===== src/rtl/pc_sequencer_pkg.sv =====
// Shared definitions for the program-counter stage: FSM encoding, default
// geometry and the stack-occupancy width helper.
package pc_sequencer_pkg;

    localparam int AW_DEF    = 4;
    localparam int DEPTH_DEF = 4;

    typedef enum logic [1:0] {
        IDLE   = 2'd0,
        RUN    = 2'd1,
        HALTED = 2'd2,
        FAULT  = 2'd3
    } state_t;

    // Occupancy counts 0..depth inclusive, so it needs one bit more than an index.
    function automatic int sp_width(input int depth);
        return $clog2(depth) + 1;
    endfunction

endpackage


===== src/rtl/pc_sequencer_if.sv =====
// Address-mux bus between the sequencer (master) and the external 2:1
// program-memory address mux (slave), which returns the selected address.
interface pc_sequencer_if #(
    parameter int AW = pc_sequencer_pkg::AW_DEF
);
    logic [AW-1:0] mux_d0;
    logic [AW-1:0] mux_d1;
    logic          mux_sel;
    logic [AW-1:0] mux_y;

    modport master (output mux_d0, output mux_d1, output mux_sel, input mux_y);
    modport slave  (input mux_d0, input mux_d1, input mux_sel, output mux_y);
endinterface


===== src/rtl/pc_sequencer_ret_stack.sv =====
// Return-address stack: push/pop with occupancy counter, full/empty flags and
// a combinational top-of-stack read that returns 0 when empty.
module ret_stack
    import pc_sequencer_pkg::*;
#(
    parameter  int AW    = AW_DEF,
    parameter  int DEPTH = DEPTH_DEF,
    localparam int SPW   = sp_width(DEPTH),
    localparam int IW    = $clog2(DEPTH)
) (
    input  logic           clk,
    input  logic           reset,
    input  logic           push,
    input  logic           pop,
    input  logic [AW-1:0]  din,
    output logic [AW-1:0]  top,
    output logic [SPW-1:0] sp,
    output logic           full,
    output logic           empty
);

    logic [AW-1:0]  mem [DEPTH];
    logic [SPW-1:0] sp_q;
    logic [SPW-1:0] sp_dec;

    assign sp     = sp_q;
    assign full   = (sp_q == SPW'(DEPTH));
    assign empty  = (sp_q == '0);
    assign sp_dec = sp_q - SPW'(1);
    assign top    = empty ? '0 : mem[sp_dec[IW-1:0]];

    // Occupancy counter: push and pop are mutually exclusive at the caller.
    // NOTE: sequential state uses non-blocking assignments so every flop samples pre-edge values.
    always_ff @(posedge clk) begin
        if (reset) begin
            sp_q <= '0;
        end else if (push && !full) begin
            sp_q <= sp_q + SPW'(1);
        end else if (pop && !empty) begin
            sp_q <= sp_dec;
        end
    end

    // Entry storage, written at the current occupancy index on push.
    // NOTE: entries are deliberately not reset; only slots below sp are ever read.
    always_ff @(posedge clk) begin
        if (!reset && push && !full) begin
            mem[sp_q[IW-1:0]] <= din;
        end
    end

endmodule


===== src/rtl/pc_sequencer.sv =====
// Program-counter stage of the fetch path: offers sequential and branch
// candidates to the external address mux, registers the mux result as the
// new PC, and runs the idle/run/halted/fault fetch-control FSM.
module pc_sequencer
    import pc_sequencer_pkg::*;
#(
    parameter  int AW    = AW_DEF,
    parameter  int DEPTH = DEPTH_DEF,
    localparam int SPW   = sp_width(DEPTH)
) (
    input  logic           clk,
    input  logic           reset,
    input  logic           start,
    input  logic           stall,
    input  logic           halt,
    input  logic           jmp,
    input  logic           call,
    input  logic           ret,
    input  logic [AW-1:0]  target,
    pc_sequencer_if.master mbus,
    output logic [AW-1:0]  pc,
    output logic           running,
    output logic           fault,
    output logic [SPW-1:0] sp
);

    state_t        state_q;
    state_t        state_d;
    logic [AW-1:0] pc_q;
    logic [AW-1:0] seq_addr;
    logic [AW-1:0] stack_top;
    logic          adv;
    logic          take_ret;
    logic          take_call;
    logic          ovf;
    logic          unf;
    logic          push;
    logic          pop;
    logic          full;
    logic          empty;

    // Control decode: ret outranks call, call outranks jmp.
    assign adv       = (state_q == RUN) && !stall;
    assign take_ret  = adv && ret;
    assign take_call = adv && call && !ret;
    assign unf       = take_ret && empty;
    assign ovf       = take_call && full;
    assign push      = take_call && !full;
    assign pop       = take_ret && !empty;

    assign seq_addr     = pc_q + AW'(1);
    assign mbus.mux_d0  = seq_addr;
    assign mbus.mux_d1  = ret ? stack_top : target;
    assign mbus.mux_sel = adv && (jmp || call || ret) && !ovf && !unf;

    assign pc      = pc_q;
    assign running = (state_q == RUN);
    assign fault   = (state_q == FAULT);

    ret_stack #(
        .AW    (AW),
        .DEPTH (DEPTH)
    ) u_stack (
        .clk   (clk),
        .reset (reset),
        .push  (push),
        .pop   (pop),
        .din   (seq_addr),
        .top   (stack_top),
        .sp    (sp),
        .full  (full),
        .empty (empty)
    );

    // PC register: loads the mux result on a clean advance; a stack error freezes it.
    always_ff @(posedge clk) begin
        if (reset) begin
            pc_q <= '0;
        end else if (adv && !ovf && !unf) begin
            pc_q <= mbus.mux_y;
        end
    end

    // FSM state register.
    always_ff @(posedge clk) begin
        if (reset) begin
            state_q <= IDLE;
        end else begin
            state_q <= state_d;
        end
    end

    // FSM next-state logic; stall suppresses halt because halt is qualified by adv.
    // NOTE: state_d gets a default first so no path through the case can infer a latch.
    always_comb begin
        state_d = state_q;
        case (state_q)
            IDLE: begin
                if (start) state_d = RUN;
            end
            RUN: begin
                if (ovf || unf) begin
                    state_d = FAULT;
                end else if (adv && halt) begin
                    state_d = HALTED;
                end
            end
            HALTED: begin
                if (start) state_d = RUN;
            end
            FAULT: begin
                state_d = FAULT;
            end
            default: begin
                state_d = IDLE;
            end
        endcase
    end

endmodule


===== src/flat_wrapper.sv =====
// flat-port wrapper written by rule: the top's interface ports become plain ports
module pc_sequencer_flat import pc_sequencer_pkg::*;
#(
    parameter  int AW    = AW_DEF,
    parameter  int DEPTH = DEPTH_DEF,
    localparam int SPW   = sp_width(DEPTH)
)
  (clk, reset, start, stall, halt, jmp, call, ret, target, pc, running, fault, sp, mbus_mux_d0, mbus_mux_d1, mbus_mux_sel, mbus_mux_y);
  pc_sequencer_if #(.AW(AW)) mbus_i ();
  input  logic clk;
  input  logic reset;
  input  logic start;
  input  logic stall;
  input  logic halt;
  input  logic jmp;
  input  logic call;
  input  logic ret;
  input  logic [AW-1:0] target;
  output logic [AW-1:0] pc;
  output logic running;
  output logic fault;
  output logic [SPW-1:0] sp;
  output wire logic [$bits(mbus_i.mux_d0)-1:0] mbus_mux_d0;
  output wire logic [$bits(mbus_i.mux_d1)-1:0] mbus_mux_d1;
  output wire logic [$bits(mbus_i.mux_sel)-1:0] mbus_mux_sel;
  input wire logic [$bits(mbus_i.mux_y)-1:0] mbus_mux_y;
  assign mbus_mux_d0 = mbus_i.mux_d0;
  assign mbus_mux_d1 = mbus_i.mux_d1;
  assign mbus_mux_sel = mbus_i.mux_sel;
  assign mbus_i.mux_y = mbus_mux_y;
  pc_sequencer #(.AW(AW), .DEPTH(DEPTH)) u_core (.clk(clk), .reset(reset), .start(start), .stall(stall), .halt(halt), .jmp(jmp), .call(call), .ret(ret), .target(target), .mbus(mbus_i), .pc(pc), .running(running), .fault(fault), .sp(sp));
endmodule

===== config.mk =====
export PLATFORM = sky130hd
export DESIGN_NAME = pc_sequencer_flat
export DESIGN_NICKNAME = d
export VERILOG_FILES = /design/src/rtl/pc_sequencer_pkg.sv /design/src/rtl/pc_sequencer_if.sv /design/src/rtl/pc_sequencer_ret_stack.sv /design/src/rtl/pc_sequencer.sv /design/src/flat_wrapper.sv
export SDC_FILE = /design/constraint.sdc
export NUM_CORES = 1
export LEC_CHECK = 0
export BUFFER_PORTS_ARGS = -buffer_cell sky130_fd_sc_hd__buf_2
export CELL_PAD_IN_SITES_DETAIL_PLACEMENT = 0
export CELL_PAD_IN_SITES_GLOBAL_PLACEMENT = 2
export CORE_MARGIN = 3
export CORE_UTILIZATION = 33
export CTS_CLUSTER_SIZE = 16
export DETAILED_ROUTE_END_ITERATION = 7
export GPL_TIMING_DRIVEN = 0
export MAX_ROUTING_LAYER = met4
export PLACE_DENSITY = 0.87
export SYNTH_ARGS = -nofsm -noshare
export SYNTH_HDL_FRONTEND = slang
export SYNTH_SLANG_ARGS = --single-unit

===== constraint.sdc =====
create_clock -name clk -period 2.6 [get_ports clk]
set_clock_uncertainty 0.2 [all_clocks]
set_input_delay 0.13 -clock clk [delete_from_list [all_inputs] [get_ports clk]]
set_output_delay 0.13 -clock clk [all_outputs]
set_load 0.02 [all_outputs]

==> results.txt <==
----------------------------------------------------
[Place]
  Buffers on Ports ... 32
  GP Congestion ... roughly 0.73
  Number of instances in the placed design ... ~180
  DP HPWL ... between 1.5 and 2 mm

[CTS]
  TritonCTS clock tree ... done
  # clock sinks ... 25
  Clock latency on the worst-skew pair ... 0.27 ns
  Number of H-tree branching levels ... 1
  Number of buffers inserted by post-CTS setup repair ... 0
  Root buffer cell ... sky130_fd_sc_hd__clkbuf_8
  Clock-pin slew of the registers on the worst-case setup and hold paths ... approximately 0.080 ns
  Deepest clock path buffer count ... 2
  Number of buffers created by CTS ... 3

[Floorplanning]
  I/O pin count ... 34
  Chip Width ... 68.2 µm
  Floorplan die area ... around 0.0046 mm²
  FP Rows ... 21
  Placeable core region ... 0.00352 mm²
  Die Ht ... slightly below 70 µm
  Effective utilization at floorplan ... 36.2%

[Synth]
  Mean cell area of the mapped netlist ... about 12 µm²
  Gate count after technology mapping ... roughly 100
  Cell types with the largest area share after synthesis ... sky130_fd_sc_hd__edfxtp_1 (38%), sky130_fd_sc_hd__dfxtp_1 (14%), sky130_fd_sc_hd__mux4_2 (7.1%)
  Number of synthesized register bits ... 25
  EDFF count, synth ... 16
  Synthesized net count ... around 130
  Share of flip-flops with an asynchronous set or reset after synthesis ... 0%
  Biggest area consumer among synthesized cells ... sky130_fd_sc_hd__edfxtp_1
  Yosys warns ... 0
  Main synth FF type ... sky130_fd_sc_hd__edfxtp_1
  Share of the synthesized area in the top cell type ... 37.6%
  Cell Area, Synth ... 0.00128 mm²
  Sequential area share after synthesis ... ~52%
  Number of distinct library cells after synthesis ... 36

[Worst setup path]
  Worst EP required ... around 2.3 ns
  Worst reg-to-reg path cell count ... 7
  Slowest-stage cell, CP ... sky130_fd_sc_hd__dfxtp_2
  Endpoint of the most critical setup path ... mbus_mux_d1[0]
  Category of the critical setup timing path ... register to primary output
  Reg-to-Reg Start ... u_core.u_stack.sp[0]
  Type of element capturing the critical path ... primary output
  Critical Path AT ... between 2 and 2.5 ns
  Critical path, cell by cell ... buf_4 > inv_1 > ha_1 > buf_2 > mux4_2 > nand3_1 > o21ai_0 > buf_2
  Critical path origin ... u_core.u_stack.sp[0]
  Register-to-Register Setup Slack ... approximately 0.23 ns
  Largest incremental delay on the critical path ... between 0.3 and 0.4 ns
  Critical R2R Capture ... u_core.state_q[1]
  Most used cell along the critical path ... sky130_fd_sc_hd__buf_2
  Startpoint type of the worst setup path ... register
  Critical path fanouts, max ... 7

[Power]
  VDD IR max ... between 0.2 and 0.3 mV
  Power Density ... approximately 460 mW/mm²
  Cell leakage power ... approximately 0.7 nW

[Finish]
  Share of cells above drive strength 1 ... 40.1%
  Number of antenna cells inserted ... 0
  Number of standard cells in the layout, taps in and fillers out ... 193
  Count of filler cells inserted in the layout ... between 300 and 400
  Net count, final ... between 150 and 200
  Area occupied by multi-input gates ... about 560 µm²
  Highest-count cells in the layout ignoring fill and taps ... sky130_fd_sc_hd__buf_2 (33), sky130_fd_sc_hd__edfxtp_1 (16), sky130_fd_sc_hd__inv_1 (11)
  Most common library cell in the layout ignoring fill and taps ... sky130_fd_sc_hd__buf_2
  Signed area change from the synthesized netlist to the final layout ... 27.5%
  Register Area ... 662 µm²

[Timing]
  TNS Setup ... 0 ns
  Count of endpoints failing hold in the final timing report ... 0
  Endpoints failing setup ... 0
  Worst slew pin tran ... approximately 0.48 ns
  Time the final worst path needs with I/O delays and setup ... roughly 2.4 ns
  Portion of the clock cycle consumed by the worst path in the final layout ... slightly above 90%
  RSZ-0062 raised after global routing ... false
  Rel. slew slack ... just under 70%
  Highest clock rate ... 417 MHz
  Number of pins with negative max-slew slack in the final report ... 0

[Min path]
  Cell depth of the worst hold path ... 4
  Hold crit path type ... primary input to register

[Drt]
  Average wire per cell in the routed design ... around 13 µm
  Vias post-DR ... between 900 and 1000
  Residual antenna-violating net count after detailed routing ... 0
  Count of unresolved DRC violations after routing ... 0
  Pre-antenna DRT Iters ... 4
  Drt initial violations ... 33
  Wire length after detailed routing ... ~2.5 mm
  Via/cell ratio ... between 4 and 5

[GRT]
  Grt total ovfl ... 0
  Number of global-route vias before repair ... between 800 and 900
  Number of antenna violations at the first check in global routing ... 0
  Tot GR Track Use ... 12.8%
  Largest net degree at the start of global routing ... 16
  First-pass GRT wire length ... 4.17 mm

[Run]
  Count of maximum capacitance violations ... 0

[Run status]
  Status ... complete, no violations

----------------------------------------------------
-- critical path, delay by kind of cell (launching register included) --
family / cells / cell delay [ns]
AND/OR/NAND/NOR: 1 / 0.10
adder cells (fa/ha/maj): 1 / 0.28
AO/OA/AOI/OAI: 1 / 0.08
multiplexers: 1 / 0.34
buffers and inverters: 4 / 0.64
flip-flops: 1 / 0.37
-- state kept, by name, summed over array words and instances (netlist names) --
name and count:
u_core.pc 4, u_core.state_q 2, u_core.u_stack.mem 16, u_core.u_stack.sp 3
-- worst min-delay path by stage --
stage,start,endpoint
3_5_place_dp,mbus_mux_y[1],u_core.pc[1]
5_1_grt,ret,u_core.u_stack.sp[0]
6_report,ret,u_core.u_stack.sp[0]
4_1_cts,ret,u_core.u_stack.sp[0]
3_3_place_gp,mbus_mux_y[1],u_core.pc[1]
2_1_floorplan,mbus_mux_y[0],u_core.pc[0]
-- cell usage after synthesis, drive strengths merged, types with 2 or more instances --
cell    instances
nor2            6
and3            4
mux2i           4
a21oi           3
ha              6
o211ai          2
o21ai           7
inv            11
buf             2
mux4            4
nand3           7
nand2b          2
dfxtp           9
clkbuf          2
edfxtp         16
mux2            2
-- power breakdown --
part	switching (mW)	internal, mW	total, mW	leakage, nW
Sequential	0.00560	0.425	0.431	0.225
Combinational	0.0520	0.0442	0.0962	0.472
Clock	0.119	0.109	0.227	0.0217
-- layout make-up --
| class | instances | share of cell area, % |
|---|---|---|
| sequential | 25 | 40.7 |
| multi-input combinational | 63 | 34.2 |
| timing repair buffer | 40 | 14.8 |
| tap | 46 | 3.54 |
| clock buffer | 3 | 2.54 |
| inverter | 11 | 2.54 |
| buffer | 4 | 1.23 |
| clock inverter | 1 | 0.462 |
-- timing repair --
action,CTS,global route
hold buffers,8,0
setup endpoints to repair,0,5
endpoints found under the hold margin,6,0
gates resized for setup,0,4
-- per-stage QoR --
stage                     worst slack, ns  hold slack (ns)  utilization (%)  total power, mW  cell area [µm²]
after floorplan                     0.423           0.0739                -            0.494             1280
after global placement              0.401            0.162             42.4            0.525             1490
after detailed placement            0.346            0.166             42.4            0.528             1490
after CTS                          0.0297            0.131             46.1            0.769             1620
after global routing               0.0489            0.164             46.2            0.791             1630
final                               0.203            0.128             46.2            0.754             1630
-- layer usage --
layer	vias up	routed length [µm]	global-route usage, %
li1	465	-	-
met1	416	1170	16.1
met2	25	1170	19.6
met3	5	132	2.13
met4	0	63	6.70
met5	-	0	-
-- cells by family (layout without fill, tap and decap cells) --
logic type / count (synthesis) / after routing / synth area share [%]
DFF: 25 / 25 / 51.8
adders and majority gates: 6 / 6 / 5.88
AOI/OAI and AO/OA: 15 / 15 / 8.43
and+or+nand+nor: 30 / 30 / 15.4
xor gates and xnor gates: 2 / 2 / 1.37
muxes: 10 / 10 / 12.5
buffers and inverters: 15 / 59 / 4.61
Power figures use the tool's default switching activity.
